$ cat config.mk
export PLATFORM = sky130hd
export DESIGN_NAME = ws_pe_sequencer
export DESIGN_NICKNAME = d
export VERILOG_FILES = /design/src/rtl/ws_pe_sequencer.sv
export SDC_FILE = /design/constraint.sdc
export NUM_CORES = 1
export LEC_CHECK = 0
export ABC_AREA = 0
export BUFFER_PORTS_ARGS = -buffer_cell sky130_fd_sc_hd__buf_2
export CORE_MARGIN = 10
export CORE_UTILIZATION = 30
export DETAILED_ROUTE_END_ITERATION = 6
export GPL_ROUTABILITY_DRIVEN = 0
export PLACE_DENSITY = 0.58
export SYNTH_ARGS = -nofsm -noshare
export SYNTH_HDL_FRONTEND = slang
export SYNTH_SLANG_ARGS = --single-unit
$ cat constraint.sdc
create_clock -name w_clk -period 2.1 [get_ports w_clk]
set_clock_uncertainty 0.15 [all_clocks]
set_input_delay 0.42 -clock w_clk [delete_from_list [all_inputs] [get_ports w_clk]]
set_output_delay 0.42 -clock w_clk [all_outputs]
set_load 0.02 [all_outputs]
$ cat src/rtl/ws_pe_sequencer.sv
// ws_pe_sequencer
//   Upstream control stage for one weight-stationary PE. The block accepts a job
//   (stationary weight and input count) and then an input stream. It drives the
//   PE pins in this order: one weight-load cycle, one compute cycle per accepted
//   input, and one output-capture cycle. o_done pulses once the PE output
//   register holds the job's partial sum.
//
// Ports
//   w_clk, w_rst_n            clock and asynchronous active-low reset
//   s_cfg_valid/ready         job handshake; s_cfg_weight and s_cfg_len are the job
//                             (s_cfg_len is clamped to K_MAX)
//   s_in_valid/ready/data     input-sample stream
//   pe_ready/rw/weight/input  registered PE pins (rw: 0 = load/output, 1 = compute)
//   o_busy                    high in every state except IDLE
//   o_done                    one-cycle pulse; the PE output is valid from this cycle
//   o_in_cnt                  number of inputs accepted in the current job
module ws_pe_sequencer #(
  parameter  int WIDTH = 16,
  parameter  int K_MAX = 256,
  localparam int CNT_W = $clog2(K_MAX + 1)
) (
  input  logic             w_clk,
  input  logic             w_rst_n,
  input  logic             s_cfg_valid,
  output logic             s_cfg_ready,
  input  logic [WIDTH-1:0] s_cfg_weight,
  input  logic [CNT_W-1:0] s_cfg_len,
  input  logic             s_in_valid,
  output logic             s_in_ready,
  input  logic [WIDTH-1:0] s_in_data,
  output logic             pe_ready,
  output logic             pe_rw,
  output logic [WIDTH-1:0] pe_weight,
  output logic [WIDTH-1:0] pe_input,
  output logic             o_busy,
  output logic             o_done,
  output logic [CNT_W-1:0] o_in_cnt
);

  typedef enum logic [2:0] {S_IDLE, S_LOAD, S_STREAM, S_DRAIN, S_DONE} state_t;

  state_t             state_q, state_d;
  logic [WIDTH-1:0]   weight_q, weight_d;
  logic [CNT_W-1:0]   len_q, len_d;
  logic [CNT_W-1:0]   cnt_q, cnt_d;
  logic               pe_ready_q, pe_ready_d;
  logic               pe_rw_q, pe_rw_d;
  logic [WIDTH-1:0]   pe_weight_q, pe_weight_d;
  logic [WIDTH-1:0]   pe_input_q, pe_input_d;
  logic               done_q, done_d;

  // The ready signals depend on the state only. This keeps the valid inputs
  // off any combinational path to an output.
  assign s_cfg_ready = (state_q == S_IDLE);
  assign s_in_ready  = (state_q == S_STREAM);
  assign o_busy      = (state_q != S_IDLE);

  logic cfg_hs, in_hs;
  assign cfg_hs = s_cfg_valid && s_cfg_ready;
  assign in_hs  = s_in_valid  && s_in_ready;

  always_ff @(posedge w_clk or negedge w_rst_n) begin
    if (!w_rst_n) state_q <= S_IDLE;
    else          state_q <= state_d;
  end

  always_comb begin
    state_d     = state_q;
    weight_d    = weight_q;
    len_d       = len_q;
    cnt_d       = cnt_q;
    // Idle default on the PE pins: the PE holds both scratch and output.
    pe_ready_d  = 1'b0;
    pe_rw_d     = 1'b1;
    pe_weight_d = pe_weight_q;
    pe_input_d  = pe_input_q;
    done_d      = 1'b0;

    unique case (state_q)
      S_IDLE: begin
        if (cfg_hs) begin
          weight_d = s_cfg_weight;
          len_d    = (s_cfg_len > CNT_W'(K_MAX)) ? CNT_W'(K_MAX) : s_cfg_len;
          cnt_d    = '0;
          state_d  = S_LOAD;
        end
      end
      S_LOAD: begin
        pe_ready_d  = 1'b1;
        pe_rw_d     = 1'b0;
        pe_weight_d = weight_q;
        state_d     = (len_q != '0) ? S_STREAM : S_DRAIN;
      end
      S_STREAM: begin
        // With no handshake, pe_ready stays low. The PE sees a bubble and holds.
        if (in_hs) begin
          pe_ready_d = 1'b1;
          pe_input_d = s_in_data;
          cnt_d      = cnt_q + 1'b1;
          if (cnt_q + 1'b1 == len_q) state_d = S_DRAIN;
        end
      end
      S_DRAIN: begin
        // Output capture is issued one cycle after the last compute, so the
        // final product is already in scratch.
        pe_rw_d = 1'b0;
        state_d = S_DONE;
      end
      S_DONE: begin
        done_d  = 1'b1;
        state_d = S_IDLE;
      end
      default: state_d = S_IDLE;
    endcase
  end

  always_ff @(posedge w_clk or negedge w_rst_n) begin
    if (!w_rst_n) begin
      weight_q    <= '0;
      len_q       <= '0;
      cnt_q       <= '0;
      pe_ready_q  <= 1'b0;
      pe_rw_q     <= 1'b1;
      pe_weight_q <= '0;
      pe_input_q  <= '0;
      done_q      <= 1'b0;
    end else begin
      weight_q    <= weight_d;
      len_q       <= len_d;
      cnt_q       <= cnt_d;
      pe_ready_q  <= pe_ready_d;
      pe_rw_q     <= pe_rw_d;
      pe_weight_q <= pe_weight_d;
      pe_input_q  <= pe_input_d;
      done_q      <= done_d;
    end
  end

  assign pe_ready  = pe_ready_q;
  assign pe_rw     = pe_rw_q;
  assign pe_weight = pe_weight_q;
  assign pe_input  = pe_input_q;
  assign o_done    = done_q;
  assign o_in_cnt  = cnt_q;

endmodule

==> results of run 1 <==
synthesized netlist by cell type, types with 2 or more instances:
cell,instances,area share (%)
buf_6,4,1.4
nor4_1,3,0.59
o31ai_1,5,1.2
mux2_4,14,6.6
nand2_1,63,7.5
nor3_1,2,0.32
nor2_1,9,1.1
nand2b_1,10,2.0
and3_1,4,0.79
and2_1,3,0.59
inv_1,2,0.24
o21ai_0,23,3.6
mux2_2,19,6.8
xnor2_1,8,2.2
nand3_1,5,0.79
dfrtp_1,71,56
buf_2,3,0.47
a21oi_1,6,0.95
xor2_1,3,0.83
buf_1,2,0.24
clkbuf_1,2,0.24
sequential cells by signal, indices dropped and copies added, names as in the netlist:
register   flops
state_q        3
pe_rw          1
weight_q      16
pe_ready       1
o_in_cnt       9
o_done         1
len_q          9
pe_input      16
pe_weight     16
worst max-delay path, stage by stage, from the launching register on:
cell	delay, ns
dfrtp_2	0.44
or3_4	0.41
clkinv_2	0.08
buf_2	0.18
worst paths after layout:
path / start / to / slack, ns / cells past startpoint
max: state_q[2] / s_cfg_ready / 0.08 / 3
min: s_in_data[6] / pe_input[6] / 0.12 / 3
max reg2reg: o_in_cnt[0] / state_q[0] / 0.21 / 6
min reg2reg: pe_input[11] / pe_input[11] / 0.32 / 2
max in group asynchronous: w_rst_n / pe_input[8] / 0.88 / 3
min in group asynchronous: w_rst_n / state_q[0] / 0.34 / 2
through the flow:
| step | worst slack (ns) | util (%) | hold slack (ns) |
|---|---|---|---|
| after CTS | 0.0109 | 39.2 | 0.0964 |
| after floorplan | 0.215 | - | -0.0256 |
| after global placement | 0.218 | 36.9 | 0.174 |
| after detailed placement | 0.111 | 36.9 | 0.173 |
| final | 0.0819 | 39.4 | 0.116 |
| after global routing | 0.00457 | 39.4 | 0.0967 |
power by group through the flow:
| stage | sequential (mW) | clock, mW | combinational (mW) |
|---|---|---|---|
| CTS | 2.39 | 1.30 | 2.51 |
| global route | 2.46 | 1.36 | 2.75 |
| floorplan | 2.74 | 0 | 1.36 |
| global placement | 2.38 | 0 | 2.46 |
| detailed placement | 2.41 | 0 | 2.50 |
| finish | 2.38 | 1.26 | 2.48 |
final cells by class:
| class | instances | area [um^2] | share of cell area [%] |
|---|---|---|---|
| flip-flops and latches | 72 | 1810 | 44.5 |
| multi-input cells | 193 | 1280 | 31.5 |
| repair buffers | 103 | 563 | 13.9 |
| well taps | 136 | 170 | 4.19 |
| clock buffers | 12 | 155 | 3.82 |
| clock inverters | 4 | 76.3 | 1.88 |
| inverters | 3 | 12.5 | 0.308 |
layer usage:
metal | vias up | global-route usage (%) | routed length, um
li1 | 1155 | - | -
met1 | 1089 | 12.8 | 3420
met2 | 76 | 17.2 | 3710
met3 | 11 | 4.59 | 690
met4 | 0 | 3.76 | 124
met5 | - | 0 | 0
placed cells by master (no fill, tap or decap), types with 2 or more instances in the layout:
| master | instances |
|---|---|
| a21oi_1 | 6 |
| and2_1 | 3 |
| and3_1 | 4 |
| buf_2 | 90 |
| buf_4 | 11 |
| bufinv_16 | 2 |
| clkbuf_8 | 11 |
| dfrtp_1 | 68 |
| dfrtp_2 | 3 |
| inv_1 | 2 |
| mux2_2 | 19 |
| mux2_4 | 14 |
| nand2_1 | 63 |
| nand2b_1 | 10 |
| nand3_1 | 5 |
| nor2_1 | 9 |
| nor3_1 | 2 |
| nor4_1 | 3 |
| o21ai_0 | 23 |
| o31ai_1 | 5 |
| xnor2_1 | 8 |
| xor2_1 | 3 |
cell families after synthesis:
logic type | Yosys count | synth area share (%)
adder cells (fa/ha/maj) | 1 | 0.395
AO/OA/AOI/OAI | 40 | 7.27
AND/OR/NAND/NOR | 108 | 16.2
XOR/XNOR | 11 | 3.04
flip-flops | 72 | 56.9
multiplexers | 33 | 13.4
buffers and inverters | 14 | 2.76
what timing repair did:
action	4_1_cts	5_1_grt
endpoints found under the setup margin	0	2
buffers inserted	0	1
hold endpoints to repair	16	0
hold buffers	1	0
resized for setup	0	4
==> results.sh, run 1 <==
export IMPL_synth_seq_cells=72
export IMPL_period_needed_ns=2.02
export IMPL_tightest_slew_ns=0.588
export IMPL_outcome="finished clean"
export IMPL_avgSynthCellArea_um2=11.4
export IMPL_fmax_mhz=496
export IMPL_ios=92
export IMPL_cts_tree="done"
export IMPL_critPathArrivalTime_ns=1.45
export IMPL_setup_viol=0
export IMPL_row_count=37
export IMPL_cts_inserted_buffers=9
export IMPL_placed_area_um2=3810
export IMPL_postRouteAntennaNets=0
export IMPL_track_usage_pct=10.8
export IMPL_grt_pass1_wl_um=12800
export IMPL_dp_hpwl_um=5930
export IMPL_routedWlPerCell_um=15.2
export IMPL_synth_edff_count=0
export IMPL_syn_inst=279
export IMPL_fillers=1026
export IMPL_drc=0
export IMPL_dp_cells=505
export IMPL_drive_gt1_share_pct=41.6
export IMPL_dr_pass1_iters=4
export IMPL_path_class="flop to output pin"
export IMPL_syn_area_um2=3170
export IMPL_p_leak_nw=2.04
export IMPL_instances_no_fill=523
export IMPL_synth_main_ff_cell="dfrtp_1"
export IMPL_yosysWarnings=0
export IMPL_viasPerCell=4.46
export IMPL_grt_overflow_total=0
export IMPL_cp_required_ns=1.53
export IMPL_cts_buffer_depth=2
export IMPL_clk_pin_slew_ns=0.08
export IMPL_grt_max_degree=35
export IMPL_p_int_mw=3.85
export IMPL_numPortBuffers=91
export IMPL_p_sw_share_pct=37.0
export IMPL_p_clk_share_pct=20.5
export IMPL_pwr_share_seq_pct=38.9
export IMPL_die_h_um=123
export IMPL_syn_num_nets=325
export IMPL_wirelength_um=7950
export IMPL_start_util_pct=30.7
export IMPL_nets=428
export IMPL_p_total_mw=6.12
export IMPL_die_w_um=123
export IMPL_ys_types=39
export IMPL_cp_end_kind="output pin"
export IMPL_synthArstFlopShare_pct=100
export IMPL_first_iter_violations=89
export IMPL_ir_drop_mv=0.656
export IMPL_clock_latency_ns=0.34
export IMPL_finalCritPeriodShare_pct=96.1
export IMPL_hold_path_class="input pin to flop"
export IMPL_area_growth_syn_to_layout_pct=28.3
export IMPL_clock_sinks=72
export IMPL_rsz0062_at_grt="no"
export IMPL_antenna_found_initial=0
export IMPL_p_sw_mw=2.27
export IMPL_antenna_cells=0
export IMPL_drv_cap=0
export IMPL_crit_fanout=6
export IMPL_final_hold_viol_count=0
export IMPL_p_comb_share_pct=40.6
export IMPL_setup_tns_ns=0
export IMPL_slew_headroom_pct=60.7
export IMPL_worstSetupStartpointType="flop"
export IMPL_cts_htree_levels=3
export IMPL_vias=2331
export IMPL_drv_slew=0
export IMPL_cts_root_buf="clkbuf_8"
export IMPL_die_area_um2=15100
export IMPL_coreArea_um2=10300
export IMPL_final_area_um2=4060
export IMPL_grt_pass1_vias=2517
export IMPL_powerDensity_nw_per_um2=1510
export IMPL_ys_seq_area_share_pct=56.9
No activity file was read; power rests on OpenSTA's default activity.
==> run 2, diff against run 1 <==
--- a/config.mk
+++ b/config.mk
@@ -8,10 +8,12 @@
 export ABC_AREA = 0
 export BUFFER_PORTS_ARGS = -buffer_cell sky130_fd_sc_hd__buf_2
 export CORE_MARGIN = 10
-export CORE_UTILIZATION = 30
+export CORE_UTILIZATION = 51
 export DETAILED_ROUTE_END_ITERATION = 6
 export GPL_ROUTABILITY_DRIVEN = 0
-export PLACE_DENSITY = 0.58
+export PLACE_DENSITY = 0.86
+export SETUP_SLACK_MARGIN = 0.1
+export SLEW_MARGIN = 20
 export SYNTH_ARGS = -nofsm -noshare
 export SYNTH_HDL_FRONTEND = slang
 export SYNTH_SLANG_ARGS = --single-unit
==> results.sh, run 2 (synthesis results as in run 1) <==
export IMPL_first_iter_violations=114
export IMPL_numPortBuffers=91
export IMPL_grt_overflow_total=0
export IMPL_timing_rr_end="state_q[0]"
export IMPL_cts_tree="done"
export IMPL_crit_chain="or3_4, clkinv_2, buf_6"
export IMPL_cts_htree_levels=3
export IMPL_ir_drop_mv=1.08
export IMPL_p_sw_share_pct=37.4
export IMPL_drive_gt1_share_pct=42.7
export IMPL_p_sw_mw=2.39
export IMPL_dp_hpwl_um=5630
export IMPL_path_class="flop to output pin"
export IMPL_cp_end_kind="output pin"
export IMPL_fmax_mhz=512
export IMPL_outcome="finished clean"
export IMPL_start_util_pct=52.9
export IMPL_setup_viol=0
export IMPL_clk_pin_slew_ns=0.08
export IMPL_row_count=28
export IMPL_antenna_cells=0
export IMPL_finalCritPeriodShare_pct=93.0
export IMPL_nets=430
export IMPL_p_leak_nw=2.07
export IMPL_track_usage_pct=16.2
export IMPL_dp_cells=443
export IMPL_p_int_mw=3.99
export IMPL_die_w_um=98.8
export IMPL_cp_required_ns=1.53
export IMPL_crit_fanout=3
export IMPL_die_h_um=98.8
export IMPL_vias=2447
export IMPL_grt_max_degree=34
export IMPL_drv_cap=0
export IMPL_grt_pass1_wl_um=12900
export IMPL_antenna_found_initial=1
export IMPL_worstSetupStartpointType="flop"
export IMPL_multiInputGateArea_um2=1300
export IMPL_r2r_slack_ns=0.24
export IMPL_area_growth_syn_to_layout_pct=28.1
export IMPL_crit_path_top_delay_cell="or3_4"
export IMPL_dr_pass1_iters=4
export IMPL_reg2reg_depth=6
export IMPL_tightest_slew_ns=0.562
export IMPL_rsz0062_at_grt="no"
export IMPL_clock_latency_ns=0.35
export IMPL_period_needed_ns=1.95
export IMPL_coreArea_um2=5990
export IMPL_grt_pass1_vias=2583
export IMPL_endpoint="s_cfg_ready"
export IMPL_slew_headroom_pct=62.5
export IMPL_fillers=457
export IMPL_layout_commonest_cell="buf_2"
export IMPL_p_comb_share_pct=41.1
export IMPL_instances_no_fill=464
export IMPL_r2r_start="o_in_cnt[1]"
export IMPL_clock_sinks=72
export IMPL_layout_common_cells="90 x buf_2, 69 x dfrtp_1, 63 x nand2_1"
export IMPL_cts_buffer_depth=2
export IMPL_cts_root_buf="clkbuf_8"
export IMPL_die_area_um2=9760
export IMPL_drv_slew=0
export IMPL_regArea_um2=1810
export IMPL_finalWorstSetupSlack_ns=0.148
export IMPL_holdWs_ns=0.101
export IMPL_final_hold_viol_count=0
export IMPL_critPathArrivalTime_ns=1.38
export IMPL_final_core_util_pct=67.8
export IMPL_ios=92
export IMPL_wirelength_um=7860
export IMPL_crit_start="state_q[2]"
export IMPL_dp_slack_ns=0.198
export IMPL_max_stage_delay_ns=0.41
export IMPL_viasPerCell=5.27
export IMPL_postRouteAntennaNets=0
export IMPL_p_clk_share_pct=21.6
export IMPL_setup_tns_ns=0
export IMPL_pwr_share_seq_pct=37.3
export IMPL_routedWlPerCell_um=16.9
export IMPL_powerDensity_nw_per_um2=1570
export IMPL_cts_inserted_buffers=9
export IMPL_hold_path_class="input pin to flop"
export IMPL_drc=0
[run 2: critical path, delay by kind of cell (launching register included)]
kind	cells	cell delay [ns]
simple gates	1	0.41
flops	1	0.40
buf+inv	2	0.21
[run 2: timing repair]
action | 4_1_cts | 5_1_grt
hold buffers | 1 | 0
hold endpoints to repair | 19 | 0
resized for setup | 3 | 6
endpoints found under the setup margin | 1 | 24
pin swaps | 0 | 0
setup buffers | 3 | 1
[run 2: layer usage]
metal	global-route usage, %	part of all wire [%]
met1	18.9	42
met2	25.3	46
met3	7.75	10
met4	6.06	1.8
met5	0	0
[run 2: worst min-delay path by stage]
stage | end | slack, ns | startpoint | cells past startpoint
after floorplan | len_q[0] | -0.03 | w_rst_n | 0
after global placement | pe_weight[10] | 0.27 | w_rst_n | 1
after detailed placement | pe_weight[8] | 0.29 | w_rst_n | 1
after CTS | pe_input[4] | 0.09 | s_in_data[4] | 3
after global routing | pe_input[13] | 0.10 | s_in_data[13] | 3
final | pe_input[5] | 0.10 | s_in_data[5] | 3
[run 2: layout make-up]
class                           instances  area share, %
Tap cell                               75           2.31
Clock buffer                           10           3.39
Sequential cell                        72           44.5
Clock inverter                          6           2.84
Timing Repair Buffer                  105           14.6
Multi-Input combinational cell        193           32.0
Inverter                                3          0.308
[run 2: power groups by stage]
stage / sequential (mW) / clock (mW) / combinational (mW)
finish: 2.38 / 1.38 / 2.62
global route: 2.45 / 1.45 / 2.87
CTS: 2.37 / 1.39 / 2.59
detailed placement: 2.39 / 0 / 2.52
global placement: 2.35 / 0 / 2.43
floorplan: 2.74 / 0 / 1.36
[run 2: per-stage QoR]
step / power (mW) / area [um^2]
3_5_place_dp: 4.91 / 3730
3_3_place_gp: 4.78 / 3730
6_report: 6.38 / 4060
5_1_grt: 6.78 / 4060
2_1_floorplan: 4.09 / 3170
4_1_cts: 6.35 / 4030
